$ cat config.mk
export PLATFORM = sky130hd
export DESIGN_NAME = tile_op_sequencer_flat
export DESIGN_NICKNAME = d
export VERILOG_FILES = /design/src/rtl/tile_op_sequencer_if.sv /design/src/rtl/tile_op_sequencer.sv /design/src/flat_wrapper.sv
export SDC_FILE = /design/constraint.sdc
export NUM_CORES = 1
export LEC_CHECK = 0
export BUFFER_PORTS_ARGS = -buffer_cell sky130_fd_sc_hd__buf_2
export CAP_MARGIN = 30
export CORE_MARGIN = 2
export CORE_UTILIZATION = 35
export DETAILED_ROUTE_END_ITERATION = 8
export GPL_ROUTABILITY_DRIVEN = 0
export PLACE_DENSITY = 0.51
export RECOVER_POWER = 25
export SLEW_MARGIN = 20
export SYNTH_ARGS = -nofsm -noshare
export SYNTH_HDL_FRONTEND = slang
export SYNTH_SLANG_ARGS = --single-unit
$ cat constraint.sdc
create_clock -name clk -period 21 [get_ports clk]
set_input_delay 3.15 -clock clk [delete_from_list [all_inputs] [get_ports clk]]
set_output_delay 3.15 -clock clk [all_outputs]
set_load 0.02 [all_outputs]
$ cat src/rtl/tile_op_sequencer_if.sv
// Command, bias-stream and array-control signals between the tile sequencer
// (master) and the host / systolic array side (slave).
interface tile_op_sequencer_if #(
  parameter int unsigned ARRAY_N      = 16,
  parameter int unsigned ARRAY_M      = 16,
  parameter int unsigned PE_OUT_WIDTH = 32,
  parameter int unsigned ADDR_WIDTH   = 10
);
  localparam int unsigned ROW_W = $clog2(ARRAY_N) + 1;
  localparam int unsigned COL_W = $clog2(ARRAY_M) + 1;

  logic                    start;
  logic [ROW_W-1:0]        cfg_rows;
  logic [COL_W-1:0]        cfg_cols;
  logic [31:0]             cfg_k;
  logic                    cfg_bias_en;
  logic [ADDR_WIDTH-1:0]   cfg_a_base;
  logic [ADDR_WIDTH-1:0]   cfg_w_base;
  logic [ADDR_WIDTH-1:0]   cfg_o_base;
  logic [ADDR_WIDTH-1:0]   cfg_xfer_a_base;
  logic [PE_OUT_WIDTH-1:0] bias_data;
  logic                    bias_valid;
  logic                    bias_ready;
  logic                    Intra_sig_end;
  logic                    mode;
  logic                    a_buf_on;
  logic                    w_buf_on;
  logic [ADDR_WIDTH-1:0]   a_base_addr;
  logic [ADDR_WIDTH-1:0]   w_base_addr;
  logic [ADDR_WIDTH-1:0]   o_base_addr;
  logic [ADDR_WIDTH-1:0]   Intra_O_base_addr;
  logic [ADDR_WIDTH-1:0]   Intra_A_base_addr;
  logic [ROW_W-1:0]        a_num_rows;
  logic [COL_W-1:0]        w_num_cols;
  logic [2:0]              operation_signal_in;
  logic                    w_en_bias;
  logic [COL_W-1:0]        w_index_bias;
  logic [PE_OUT_WIDTH-1:0] w_data_bias;
  logic                    o_ag_o_on;
  logic                    sa_reset;
  logic                    Intranet_on;
  logic                    Intra_sig_start;
  logic                    busy;
  logic                    done;
  logic                    err;

  modport master (
    input  start, cfg_rows, cfg_cols, cfg_k, cfg_bias_en, cfg_a_base, cfg_w_base,
           cfg_o_base, cfg_xfer_a_base, bias_data, bias_valid, Intra_sig_end,
    output bias_ready, mode, a_buf_on, w_buf_on, a_base_addr, w_base_addr, o_base_addr,
           Intra_O_base_addr, Intra_A_base_addr, a_num_rows, w_num_cols,
           operation_signal_in, w_en_bias, w_index_bias, w_data_bias, o_ag_o_on,
           sa_reset, Intranet_on, Intra_sig_start, busy, done, err
  );

  modport slave (
    output start, cfg_rows, cfg_cols, cfg_k, cfg_bias_en, cfg_a_base, cfg_w_base,
           cfg_o_base, cfg_xfer_a_base, bias_data, bias_valid, Intra_sig_end,
    input  bias_ready, mode, a_buf_on, w_buf_on, a_base_addr, w_base_addr, o_base_addr,
           Intra_O_base_addr, Intra_A_base_addr, a_num_rows, w_num_cols,
           operation_signal_in, w_en_bias, w_index_bias, w_data_bias, o_ag_o_on,
           sa_reset, Intranet_on, Intra_sig_start, busy, done, err
  );
endinterface

$ cat src/rtl/tile_op_sequencer.sv
// Control FSM running one output-stationary tile: bias load, flow, skew flush,
// drain, store, accumulator clear and O-to-A transfer. All outputs registered.
module tile_op_sequencer #(
  parameter int unsigned ARRAY_N      = 16,
  parameter int unsigned ARRAY_M      = 16,
  parameter int unsigned PE_OUT_WIDTH = 32,
  parameter int unsigned ADDR_WIDTH   = 10,
  parameter int unsigned XFER_TIMEOUT = 64
) (
  input  logic clk,
  input  logic reset,
  tile_op_sequencer_if.master bus
);
  localparam int unsigned ROW_W = $clog2(ARRAY_N) + 1;
  localparam int unsigned COL_W = $clog2(ARRAY_M) + 1;
  localparam int unsigned CNT_W = 32;

  localparam logic [3:0] S_IDLE  = 4'd0;
  localparam logic [3:0] S_BIAS  = 4'd1;
  localparam logic [3:0] S_FLOW  = 4'd2;
  localparam logic [3:0] S_SKEW  = 4'd3;
  localparam logic [3:0] S_DWAIT = 4'd4;
  localparam logic [3:0] S_STORE = 4'd5;
  localparam logic [3:0] S_GAP   = 4'd6;
  localparam logic [3:0] S_CLEAR = 4'd7;
  localparam logic [3:0] S_XFER  = 4'd8;
  localparam logic [3:0] S_DONE  = 4'd9;

  localparam logic [2:0] OP_IDLE  = 3'b000;
  localparam logic [2:0] OP_FLOW  = 3'b100;
  localparam logic [2:0] OP_DRAIN = 3'b110;

  logic [3:0]              state, nxt;
  logic [CNT_W-1:0]        cnt, cnt_d;
  logic [ROW_W-1:0]        rows_q, rows_e;
  logic [COL_W-1:0]        cols_q, cols_e;
  logic [31:0]             k_q, k_e;
  logic [ADDR_WIDTH-1:0]   a_q, w_q, o_q, x_q, a_e, w_e, o_e, x_e;
  logic                    accept, dim_ok, act_d, beat, err_d;
  logic [2:0]              op_d;

  // In IDLE the effective config is the command input; otherwise the latched copy.
  always_comb begin
    if (state == S_IDLE) begin
      rows_e = bus.cfg_rows;   cols_e = bus.cfg_cols;   k_e = bus.cfg_k;
      a_e    = bus.cfg_a_base; w_e    = bus.cfg_w_base;
      o_e    = bus.cfg_o_base; x_e    = bus.cfg_xfer_a_base;
    end else begin
      rows_e = rows_q; cols_e = cols_q; k_e = k_q;
      a_e    = a_q;    w_e    = w_q;    o_e = o_q; x_e = x_q;
    end
  end

  assign dim_ok = (rows_e != '0) && (CNT_W'(rows_e) <= CNT_W'(ARRAY_N)) &&
                  (cols_e != '0) && (CNT_W'(cols_e) <= CNT_W'(ARRAY_M));
  assign beat   = (state == S_BIAS) && bus.bias_valid;

  // Next state, phase counter and next registered output values.
  always_comb begin
    nxt    = state;
    cnt_d  = cnt;
    accept = 1'b0;
    err_d  = 1'b0;
    case (state)
      S_IDLE: begin
        if (bus.start) begin
          if (dim_ok) begin
            accept = 1'b1;
            if (bus.cfg_bias_en)       nxt = S_BIAS;
            else if (bus.cfg_k == '0) nxt = S_SKEW;
            else                       nxt = S_FLOW;
          end else begin
            err_d = 1'b1;
          end
        end
      end
      S_BIAS: begin
        if (beat) begin
          if (cnt == CNT_W'(ARRAY_M - 1)) nxt = (k_e == '0) ? S_SKEW : S_FLOW;
          else                            cnt_d = cnt + CNT_W'(1);
        end
      end
      S_FLOW:  if (cnt == '0) nxt = S_SKEW;  else cnt_d = cnt - CNT_W'(1);
      S_SKEW:  if (cnt == '0) nxt = S_DWAIT; else cnt_d = cnt - CNT_W'(1);
      S_DWAIT: if (cnt == '0) nxt = S_STORE; else cnt_d = cnt - CNT_W'(1);
      S_STORE: if (cnt == '0) nxt = S_GAP;   else cnt_d = cnt - CNT_W'(1);
      S_GAP:   nxt = S_CLEAR;
      S_CLEAR: nxt = S_XFER;
      S_XFER: begin
        if (bus.Intra_sig_end) begin
          nxt = S_DONE;
        end else if (cnt == '0) begin
          nxt   = S_IDLE;
          err_d = 1'b1;
        end else begin
          cnt_d = cnt - CNT_W'(1);
        end
      end
      S_DONE:  nxt = S_IDLE;
      default: nxt = S_IDLE;
    endcase

    // Down-counters load length-1 on entry; BIAS counts beats upward from 0.
    if (nxt != state) begin
      case (nxt)
        S_FLOW:  cnt_d = k_e - 32'd1;
        S_SKEW:  cnt_d = CNT_W'(rows_e) + CNT_W'(cols_e) - CNT_W'(2);
        S_DWAIT: cnt_d = CNT_W'(ARRAY_N) - CNT_W'(rows_e);
        S_STORE: cnt_d = CNT_W'(rows_e);
        S_XFER:  cnt_d = CNT_W'(XFER_TIMEOUT - 1);
        default: cnt_d = '0;
      endcase
    end

    act_d = (nxt != S_IDLE);
    case (nxt)
      S_FLOW, S_SKEW:   op_d = OP_FLOW;
      S_DWAIT, S_STORE: op_d = OP_DRAIN;
      default:          op_d = OP_IDLE;
    endcase
  end

  always_ff @(posedge clk or posedge reset) begin
    if (reset) begin
      state                   <= S_IDLE;
      cnt                     <= '0;
      rows_q                  <= '0;
      cols_q                  <= '0;
      k_q                     <= '0;
      a_q                     <= '0;
      w_q                     <= '0;
      o_q                     <= '0;
      x_q                     <= '0;
      bus.mode                <= 1'b0;
      bus.busy                <= 1'b0;
      bus.bias_ready          <= 1'b0;
      bus.a_buf_on            <= 1'b0;
      bus.w_buf_on            <= 1'b0;
      bus.operation_signal_in <= OP_IDLE;
      bus.o_ag_o_on           <= 1'b0;
      bus.sa_reset            <= 1'b0;
      bus.Intranet_on         <= 1'b0;
      bus.Intra_sig_start     <= 1'b0;
      bus.done                <= 1'b0;
      bus.err                 <= 1'b0;
      bus.w_en_bias           <= 1'b0;
      bus.w_index_bias        <= '0;
      bus.w_data_bias         <= '0;
      bus.a_base_addr         <= '0;
      bus.w_base_addr         <= '0;
      bus.o_base_addr         <= '0;
      bus.Intra_O_base_addr   <= '0;
      bus.Intra_A_base_addr   <= '0;
      bus.a_num_rows          <= '0;
      bus.w_num_cols          <= '0;
    end else begin
      state <= nxt;
      cnt   <= cnt_d;
      if (accept) begin
        rows_q <= bus.cfg_rows;
        cols_q <= bus.cfg_cols;
        k_q    <= bus.cfg_k;
        a_q    <= bus.cfg_a_base;
        w_q    <= bus.cfg_w_base;
        o_q    <= bus.cfg_o_base;
        x_q    <= bus.cfg_xfer_a_base;
      end
      bus.mode                <= act_d;
      bus.busy                <= act_d;
      bus.bias_ready          <= (nxt == S_BIAS);
      bus.a_buf_on            <= (nxt == S_FLOW);
      bus.w_buf_on            <= (nxt == S_FLOW);
      bus.operation_signal_in <= op_d;
      bus.o_ag_o_on           <= (nxt == S_STORE);
      bus.sa_reset            <= (nxt == S_CLEAR);
      bus.Intranet_on         <= (nxt == S_XFER);
      bus.Intra_sig_start     <= (nxt == S_XFER);
      bus.done                <= (nxt == S_DONE);
      bus.err                 <= err_d;
      // Accepted bias beats are written one cycle after the handshake.
      bus.w_en_bias           <= beat;
      bus.w_index_bias        <= beat ? COL_W'(cnt) : '0;
      bus.w_data_bias         <= beat ? bus.bias_data : '0;
      bus.a_base_addr         <= act_d ? a_e    : '0;
      bus.w_base_addr         <= act_d ? w_e    : '0;
      bus.o_base_addr         <= act_d ? o_e    : '0;
      bus.Intra_O_base_addr   <= act_d ? o_e    : '0;
      bus.Intra_A_base_addr   <= act_d ? x_e    : '0;
      bus.a_num_rows          <= act_d ? rows_e : '0;
      bus.w_num_cols          <= act_d ? cols_e : '0;
    end
  end
endmodule
$ cat src/flat_wrapper.sv
// flat-port wrapper written by rule: the top's interface ports become plain ports
module tile_op_sequencer_flat 
#(
  parameter int unsigned ARRAY_N      = 16,
  parameter int unsigned ARRAY_M      = 16,
  parameter int unsigned PE_OUT_WIDTH = 32,
  parameter int unsigned ADDR_WIDTH   = 10,
  parameter int unsigned XFER_TIMEOUT = 64
)
  (clk, reset, bus_start, bus_cfg_rows, bus_cfg_cols, bus_cfg_k, bus_cfg_bias_en, bus_cfg_a_base, bus_cfg_w_base, bus_cfg_o_base, bus_cfg_xfer_a_base, bus_bias_data, bus_bias_valid, bus_Intra_sig_end, bus_bias_ready, bus_mode, bus_a_buf_on, bus_w_buf_on, bus_a_base_addr, bus_w_base_addr, bus_o_base_addr, bus_Intra_O_base_addr, bus_Intra_A_base_addr, bus_a_num_rows, bus_w_num_cols, bus_operation_signal_in, bus_w_en_bias, bus_w_index_bias, bus_w_data_bias, bus_o_ag_o_on, bus_sa_reset, bus_Intranet_on, bus_Intra_sig_start, bus_busy, bus_done, bus_err);
  tile_op_sequencer_if #(.ARRAY_N(ARRAY_N), .ARRAY_M(ARRAY_M), .PE_OUT_WIDTH(PE_OUT_WIDTH), .ADDR_WIDTH(ADDR_WIDTH)) bus_i ();
  input  logic clk;
  input  logic reset;
  input wire logic [$bits(bus_i.start)-1:0] bus_start;
  input wire logic [$bits(bus_i.cfg_rows)-1:0] bus_cfg_rows;
  input wire logic [$bits(bus_i.cfg_cols)-1:0] bus_cfg_cols;
  input wire logic [$bits(bus_i.cfg_k)-1:0] bus_cfg_k;
  input wire logic [$bits(bus_i.cfg_bias_en)-1:0] bus_cfg_bias_en;
  input wire logic [$bits(bus_i.cfg_a_base)-1:0] bus_cfg_a_base;
  input wire logic [$bits(bus_i.cfg_w_base)-1:0] bus_cfg_w_base;
  input wire logic [$bits(bus_i.cfg_o_base)-1:0] bus_cfg_o_base;
  input wire logic [$bits(bus_i.cfg_xfer_a_base)-1:0] bus_cfg_xfer_a_base;
  input wire logic [$bits(bus_i.bias_data)-1:0] bus_bias_data;
  input wire logic [$bits(bus_i.bias_valid)-1:0] bus_bias_valid;
  input wire logic [$bits(bus_i.Intra_sig_end)-1:0] bus_Intra_sig_end;
  output wire logic [$bits(bus_i.bias_ready)-1:0] bus_bias_ready;
  output wire logic [$bits(bus_i.mode)-1:0] bus_mode;
  output wire logic [$bits(bus_i.a_buf_on)-1:0] bus_a_buf_on;
  output wire logic [$bits(bus_i.w_buf_on)-1:0] bus_w_buf_on;
  output wire logic [$bits(bus_i.a_base_addr)-1:0] bus_a_base_addr;
  output wire logic [$bits(bus_i.w_base_addr)-1:0] bus_w_base_addr;
  output wire logic [$bits(bus_i.o_base_addr)-1:0] bus_o_base_addr;
  output wire logic [$bits(bus_i.Intra_O_base_addr)-1:0] bus_Intra_O_base_addr;
  output wire logic [$bits(bus_i.Intra_A_base_addr)-1:0] bus_Intra_A_base_addr;
  output wire logic [$bits(bus_i.a_num_rows)-1:0] bus_a_num_rows;
  output wire logic [$bits(bus_i.w_num_cols)-1:0] bus_w_num_cols;
  output wire logic [$bits(bus_i.operation_signal_in)-1:0] bus_operation_signal_in;
  output wire logic [$bits(bus_i.w_en_bias)-1:0] bus_w_en_bias;
  output wire logic [$bits(bus_i.w_index_bias)-1:0] bus_w_index_bias;
  output wire logic [$bits(bus_i.w_data_bias)-1:0] bus_w_data_bias;
  output wire logic [$bits(bus_i.o_ag_o_on)-1:0] bus_o_ag_o_on;
  output wire logic [$bits(bus_i.sa_reset)-1:0] bus_sa_reset;
  output wire logic [$bits(bus_i.Intranet_on)-1:0] bus_Intranet_on;
  output wire logic [$bits(bus_i.Intra_sig_start)-1:0] bus_Intra_sig_start;
  output wire logic [$bits(bus_i.busy)-1:0] bus_busy;
  output wire logic [$bits(bus_i.done)-1:0] bus_done;
  output wire logic [$bits(bus_i.err)-1:0] bus_err;
  assign bus_i.start = bus_start;
  assign bus_i.cfg_rows = bus_cfg_rows;
  assign bus_i.cfg_cols = bus_cfg_cols;
  assign bus_i.cfg_k = bus_cfg_k;
  assign bus_i.cfg_bias_en = bus_cfg_bias_en;
  assign bus_i.cfg_a_base = bus_cfg_a_base;
  assign bus_i.cfg_w_base = bus_cfg_w_base;
  assign bus_i.cfg_o_base = bus_cfg_o_base;
  assign bus_i.cfg_xfer_a_base = bus_cfg_xfer_a_base;
  assign bus_i.bias_data = bus_bias_data;
  assign bus_i.bias_valid = bus_bias_valid;
  assign bus_i.Intra_sig_end = bus_Intra_sig_end;
  assign bus_bias_ready = bus_i.bias_ready;
  assign bus_mode = bus_i.mode;
  assign bus_a_buf_on = bus_i.a_buf_on;
  assign bus_w_buf_on = bus_i.w_buf_on;
  assign bus_a_base_addr = bus_i.a_base_addr;
  assign bus_w_base_addr = bus_i.w_base_addr;
  assign bus_o_base_addr = bus_i.o_base_addr;
  assign bus_Intra_O_base_addr = bus_i.Intra_O_base_addr;
  assign bus_Intra_A_base_addr = bus_i.Intra_A_base_addr;
  assign bus_a_num_rows = bus_i.a_num_rows;
  assign bus_w_num_cols = bus_i.w_num_cols;
  assign bus_operation_signal_in = bus_i.operation_signal_in;
  assign bus_w_en_bias = bus_i.w_en_bias;
  assign bus_w_index_bias = bus_i.w_index_bias;
  assign bus_w_data_bias = bus_i.w_data_bias;
  assign bus_o_ag_o_on = bus_i.o_ag_o_on;
  assign bus_sa_reset = bus_i.sa_reset;
  assign bus_Intranet_on = bus_i.Intranet_on;
  assign bus_Intra_sig_start = bus_i.Intra_sig_start;
  assign bus_busy = bus_i.busy;
  assign bus_done = bus_i.done;
  assign bus_err = bus_i.err;
  tile_op_sequencer #(.ARRAY_N(ARRAY_N), .ARRAY_M(ARRAY_M), .PE_OUT_WIDTH(PE_OUT_WIDTH), .ADDR_WIDTH(ADDR_WIDTH), .XFER_TIMEOUT(XFER_TIMEOUT)) u_core (.clk(clk), .reset(reset), .bus(bus_i));
endmodule
==> run summary, run 1 <==
violated checks: capacitance limit, slew limit
count of filler cells inserted in the layout: 3627
setup violators final: 0
Max stage delay on crit path: 610 ps
crit share post-route: 31.0%
Max FO, Critical Path: 16
vias in the first global route: 10500
YS warnings: 0
static leakage: 7.14 nW
Sw Ratio: 46.4%
# Post-CTS Setup Buffers: 0
sequential element share of the synthesized area: 43.5%
switching power: 1.15 mW
CP Cell Sequence: buf_2, mux2i_1, ha_1, nor3b_1, mux2i_4, xnor2_1, a31oi_4, a21oi_2, nand2_1, inv_1, and3_1, o21ai_2, a21oi_2
TNS Setup: 0 ps
Hold Path Class: reg2reg
unique cell type count in the Yosys netlist: 82
CTS Sinks: 216
Slowest-stage cell, CP: a21oi_2
FP Rows: 69
Hold Vio Cnt, Final: 0
max_slew headroom: -185%
drt initial violations: 627
largest net degree at the start of global routing: 96
CTS tree: yes
routed len/inst: 17.9 microns
RSZ-0062 raised after global routing: false
Arrival @ worst endpoint: 6960 ps
total iterations of the first detailed-routing run: 5
Comb pwr share: 54.4%
Mapped Cells: 1447
Layout area overhead: 18.0%
Worst-path clk slew: 60 ps
layout cells sized above 1: 19.9%
Worst Skew: 14.9 ps
core area: 0.0352 sq mm
root buffer cell: clkbuf_16
Synth async-reset ratio: 100%
commonest non-fill, non-tap cells in the layout: nand2_1, buf_2, dfrtp_1
CP Class: in2reg
Die Span X: 192 microns
CP most frequent cell: a21oi_2
Mapped Area: 0.0124 sq mm
Final HPWL DP: 26.7 mm
syn nets: 1609
GRT Total Usage: 20.2%
crit path launch type: input port
Max-cap violations: 1
Die Area: 0.0370 sq mm
fin. max-slew vios: 96
Place WS: 14010 ps
I/O Buffers: 230
GR Util met1: 29.2%
commonest register cell after synthesis: dfrtp_1
Post-synth EDFFs: 0
commonest non-fill, non-tap cell in the layout: nand2_1
PD cells: 170 mW/mm^2
first-pass GRT wire length: 59.2 mm
initial antenna violation count: 5
CTS hold repair buffers: 0
DR DRC count: 0
Fin Hold WS: 464 ps
fin crit period: 6500 ps
Worst Tran Pin Value: 4250 ps
Top Ports: 232
Internal: 1.33 mW
total gr overflow: 0
H-tree depth: 1
met2 GRT Util: 31.1%
Worst Setup End Kind: flip-flop
post-cts resize count: 0
clk_lat worst skew: 530 ps
number of nets still failing antenna checks after routing: 0
FMAX: 0.154 GHz
clock share of power: 17.0%
Seq cells post-synth: 216
Seq pwr share: 28.6%
GR peak layer: met2
met3 Use GR: 4.00%
drt via density: 5.16
DR vias: 10900
effective utilization at floorplan: 35.3%
CTS Buf Count: 26
syn_area_per_cell: 8.59 sq um
CP required: 21460 ps
VDD IR max: 0.0751 mV
final wirelength: 37.8 mm
run status: complete, but fails checks
Die Height: 192 microns
clock buffer depth: 3
Final nets: 1796
minimum setup slack in the final design: 14500 ps
==> power by group through the flow <==
stage / registers, mW / logic (mW) / clock network [mW]
after floorplan: 0.746 / 0.951 / 0
after detailed placement: 0.715 / 1.34 / 0
after global placement: 0.715 / 1.34 / 0
final: 0.712 / 1.35 / 0.424
after global routing: 0.734 / 1.51 / 0.456
after CTS: 0.711 / 1.35 / 0.438
==> synth_stat cells (30+ instances only) <==
library cell,instances,area [sq um]
xnor2_1,40,350
a21oi_1,109,546
xor2_1,30,263
nor2_1,77,289
nand2_1,395,1480
clkbuf_1,48,180
o21ai_0,50,250
dfrtp_1,216,5410
mux2i_1,36,360
nor3_1,35,175
ha_1,40,500
and2_1,42,263
==> kinds of logic after synthesis <==
kind of cell               share of synthesized area (%)
DFF                                                 43.5
and+or+nand+nor                                     24.4
xor gates and xnor gates                            4.93
adders and majority gates                           4.35
other                                             0.0302
AOI/OAI and AO/OA                                   15.1
muxes                                               3.38
buffers and inverters                               4.37
==> final timing paths <==
path,from,end,slack (ps),cells past startpoint
min in group asynchronous,reset,u_core.bus.w_data_bias[7]$_DFF_PP0_,3920,2
setup / recovery,bus_cfg_rows[1],u_core.cnt[6]$_DFFE_PP0P_,14500,13
hold reg to reg,u_core.w_q[7]$_DFFE_PP0P_,u_core.w_q[7]$_DFFE_PP0P_,460,2
setup reg to reg,u_core.state[1]$_DFF_PP0_,u_core.cnt[6]$_DFFE_PP0P_,15620,14
max in group asynchronous,reset,u_core.k_q[14]$_DFFE_PP0P_,14890,4
hold / removal,u_core.w_q[7]$_DFFE_PP0P_,u_core.w_q[7]$_DFFE_PP0P_,460,2
==> critical path, delay by kind of cell <==
family,cells,cell delay [ps]
XOR/XNOR,1,310
AND/OR/NAND/NOR,3,1250
multiplexers,2,440
adder cells (fa/ha/maj),1,250
AO/OA/AOI/OAI,4,980
buffers and inverters,2,550
==> registers in the layout, summed over array words and instances, names as in the netlist, 10 cells and up <==
register and count:
u_core.bus.w_data_bias 32, u_core.cnt 32, u_core.bus.a_base_addr 10, u_core.bus.o_base_addr 10, u_core.a_q 10, u_core.bus.Intra_A_base_addr 10
u_core.o_q 10, u_core.w_q 10, u_core.bus.w_base_addr 10, u_core.k_q 32, u_core.x_q 10
==> metrics by stage <==
stage | cell area [sq um] | util [%] | instances | power [mW]
detailed placement | 13800 | 39.3 | 2064 | 2.06
global placement | 13800 | 39.2 | 2063 | 2.06
finish | 14700 | 41.6 | 2113 | 2.49
global route | 14700 | 41.6 | 2112 | 2.70
CTS | 14600 | 41.5 | 2109 | 2.50
floorplan | 12400 | - | 1447 | 1.70
==> cell type report <==
type | count | area (sq um) | share of cell area (%)
Timing Repair Buffer | 244 | 1280 | 8.72
Clock inverter | 11 | 98.8 | 0.674
Sequential cell | 216 | 5410 | 36.9
Multi-Input combinational cell | 1118 | 6490 | 44.3
Tap cell | 461 | 577 | 3.93
Inverter | 28 | 111 | 0.759
Clock buffer | 34 | 701 | 4.78
Antenna cell | 1 | 2.50 | 0.0171
==> layer usage <==
layer | up-vias | wire length, microns
met5 | - | 35
met4 | 6 | 642
met3 | 51 | 2250
met2 | 276 | 17100
met1 | 5229 | 17700
li1 | 5335 | -
(Power assumes the default switching activity.)
==> inputs of run 2 (changes only) <==
--- a/config.mk
+++ b/config.mk
@@ -11,7 +11,7 @@
 export CORE_UTILIZATION = 35
 export DETAILED_ROUTE_END_ITERATION = 8
 export GPL_ROUTABILITY_DRIVEN = 0
-export PLACE_DENSITY = 0.51
+export PLACE_DENSITY = 0.53
 export RECOVER_POWER = 25
 export SLEW_MARGIN = 20
 export SYNTH_ARGS = -nofsm -noshare
==> constraint.sdc (replaced) <==
create_clock -name clk -period 5.8 [get_ports clk]
set_input_delay 0.87 -clock clk [delete_from_list [all_inputs] [get_ports clk]]
set_output_delay 0.87 -clock clk [all_outputs]
set_load 0.02 [all_outputs]
==> run 2 against run 1 <==
Effect of this change: setup slack lost 14000 ps; clock power increased to 3.6 times the previous value; non-clock buffer count unchanged; cell area is essentially flat; the flow still finishes with violations (capacitance limit, slew limit); cell count hardly changed; global-route usage decreased by 0.60 points; clock-buffer cell count increased by 1; via count shrank 1.0%; die area unchanged; sequential power rose to 3.6 times the previous value; largest cell class unchanged; first-iteration DRC count up 12%.
==> run summary, run 2 (synthesized netlist as in run 1, its figures left out) <==
PD cells: 613 mW/mm^2 (+260%)
DR DRC count: 0 (unchanged)
CP Class: reg2reg
# Post-CTS Setup Buffers: 0 (unchanged)
max_slew headroom: -98.7% (+86 points)
Final HPWL DP: 26.2 mm (-2.2%)
clk_lat worst skew: 540 ps (about the same)
count of filler cells inserted in the layout: 3584 (-1.2%)
first-pass GRT wire length: 57.7 mm (-2.5%)
Max FO, Critical Path: 25 (+9)
GRT Total Usage: 19.6% (-0.60 points)
Hold Path Class: reg2reg
number of nets still failing antenna checks after routing: 0 (unchanged)
FMAX: 0.198 GHz
Worst Skew: 19.2 ps (+4.34 ps)
initial antenna violation count: 6 (+1)
total gr overflow: 0 (unchanged)
Internal: 4.83 mW (+260%)
Sw Ratio: 46.3% (-0.056 points)
largest registers: u_core.bus.w_data_bias x32, u_core.cnt x32, u_core.k_q x32
Place WS: 798 ps (-13210 ps)
VDD IR max: 0.287 mV (+280%)
CTS Sinks: 216 (unchanged)
Worst-path clk slew: 60 ps (about the same)
routed len/inst: 17.3 microns (-3.1%)
Area after DPL: 0.0138 sq mm (+0.17%)
Hold Vio Cnt, Final: 0 (unchanged)
commonest non-fill, non-tap cell in the layout: nand2_1
H-tree depth: 1 (unchanged)
Fin Hold WS: 463 ps (-1.44 ps)
total iterations of the first detailed-routing run: 5 (unchanged)
post-route insts no fill: 2115 (+0.095%)
vias in the first global route: 10400 (-1.0%)
largest net degree at the start of global routing: 117 (+22%)
effective utilization at floorplan: 35.3% (unchanged)
Worst Tran Pin Value: 2980 ps (-1270 ps)
Reg area: 0.00541 sq mm (unchanged)
Die Area: 0.0370 sq mm (unchanged)
fin. max-slew vios: 172 (+79%)
I/O Buffers: 230 (unchanged)
run status: complete, but fails checks
drt via density: 5.10 (-1.1%)
Layout area overhead: 18.0% (about the same)
Max-cap violations: 3 (+2)
TNS Setup: 0 ps (unchanged)
crit share post-route: 87.2%
core area: 0.0352 sq mm (unchanged)
Die Height: 192 microns (unchanged)
drt initial violations: 700 (+12%)
minimum setup slack in the final design: 743 ps (-13750 ps)
CTS hold repair buffers: 0 (unchanged)
setup violators final: 0 (unchanged)
static leakage: 7.15 nW (+0.21%)
fin crit period: 5060 ps
Die Span X: 192 microns (unchanged)
Final nets: 1796 (unchanged)
Arrival @ worst endpoint: 5520 ps (-1440 ps)
clock share of power: 17.1% (about the same)
Comb pwr share: 54.4% (about the same)
commonest non-fill, non-tap cells in the layout: nand2_1, buf_2, dfrtp_1
clock buffer depth: 3 (unchanged)
Top Ports: 232 (unchanged)
switching power: 4.16 mW (+260%)
layout cells sized above 1: 20.1% (+0.24 points)
post-cts resize count: 0 (unchanged)
Worst Setup End Kind: flip-flop
FP Rows: 69 (unchanged)
CTS Buf Count: 26 (unchanged)
CTS tree: yes
crit path launch type: flip-flop
Seq pwr share: 28.5% (about the same)
RSZ-0062 raised after global routing: false
final wirelength: 36.6 mm (-3.0%)
CP required: 6260 ps (-15200 ps)
root buffer cell: clkbuf_16
Cells after DPL: 2065 (+0.048%)
Final Instance Area: 0.0147 sq mm (about the same)
violated checks: capacitance limit, slew limit
area of the multi-input gates: 0.00649 sq mm (unchanged)
DR vias: 10800 (-1.0%)
==> run 2: through the flow <==
| stage | utilization, % | total power, mW |
|---|---|---|
| 4_1_cts | 41.6 | 9.03 |
| 3_5_place_dp | 39.3 | 7.43 |
| 2_1_floorplan | - | 6.14 |
| 3_3_place_gp | 39.3 | 7.41 |
| 5_1_grt | 41.6 | 9.74 |
| 6_report | 41.6 | 8.99 |
==> run 2: layer usage <==
metal	share of wire, %	GRT usage (%)
met1	46	27.8
met2	45	29.8
met3	6.6	4.40
met4	2.5	5.55
met5	0.046	0
==> run 2: power groups by stage <==
stage	clock (mW)	combinational [mW]	sequential, mW
CTS	1.59	4.88	2.56
global route	1.65	5.45	2.64
finish	1.54	4.89	2.56
floorplan	0	3.44	2.70
detailed placement	0	4.85	2.58
global placement	0	4.83	2.57
==> run 2: worst paths after layout <==
check | cells after the start | endpoint | start | slack (ps)
min in group asynchronous | 2 | u_core.a_q[4]$_DFFE_PP0P_ | reset | 660
min reg2reg | 2 | u_core.o_q[8]$_DFFE_PP0P_ | u_core.o_q[8]$_DFFE_PP0P_ | 460
max | 13 | u_core.cnt[6]$_DFFE_PP0P_ | u_core.state[1]$_DFF_PP0_ | 740
max in group asynchronous | 4 | u_core.cols_q[3]$_DFFE_PP0P_ | reset | 1190
max reg2reg | 13 | u_core.cnt[6]$_DFFE_PP0P_ | u_core.state[1]$_DFF_PP0_ | 740
min | 2 | u_core.o_q[8]$_DFFE_PP0P_ | u_core.o_q[8]$_DFFE_PP0P_ | 460
==> run 2: layout make-up <==
cell class / instances / share of cell area [%]
Multi-Input combinational cell: 1118 / 44.3
Sequential cell: 216 / 36.9
Timing Repair Buffer: 244 / 8.68
Clock buffer: 35 / 5.01
Tap cell: 461 / 3.93
Inverter: 28 / 0.759
Clock inverter: 10 / 0.461
Antenna cell: 3 / 0.0512
==> run 2: worst max-delay path, stage by stage (launching register included) <==
cell	delay (ps)
dfrtp_1	540
or4_4	760
mux2i_1	340
ha_1	240
nor3b_1	460
mux2i_4	160
xnor2_1	280
a31oi_4	160
a21oi_2	600
nand2_1	490
inv_1	460
and3_1	250
o21ai_2	60
a21oi_2	140
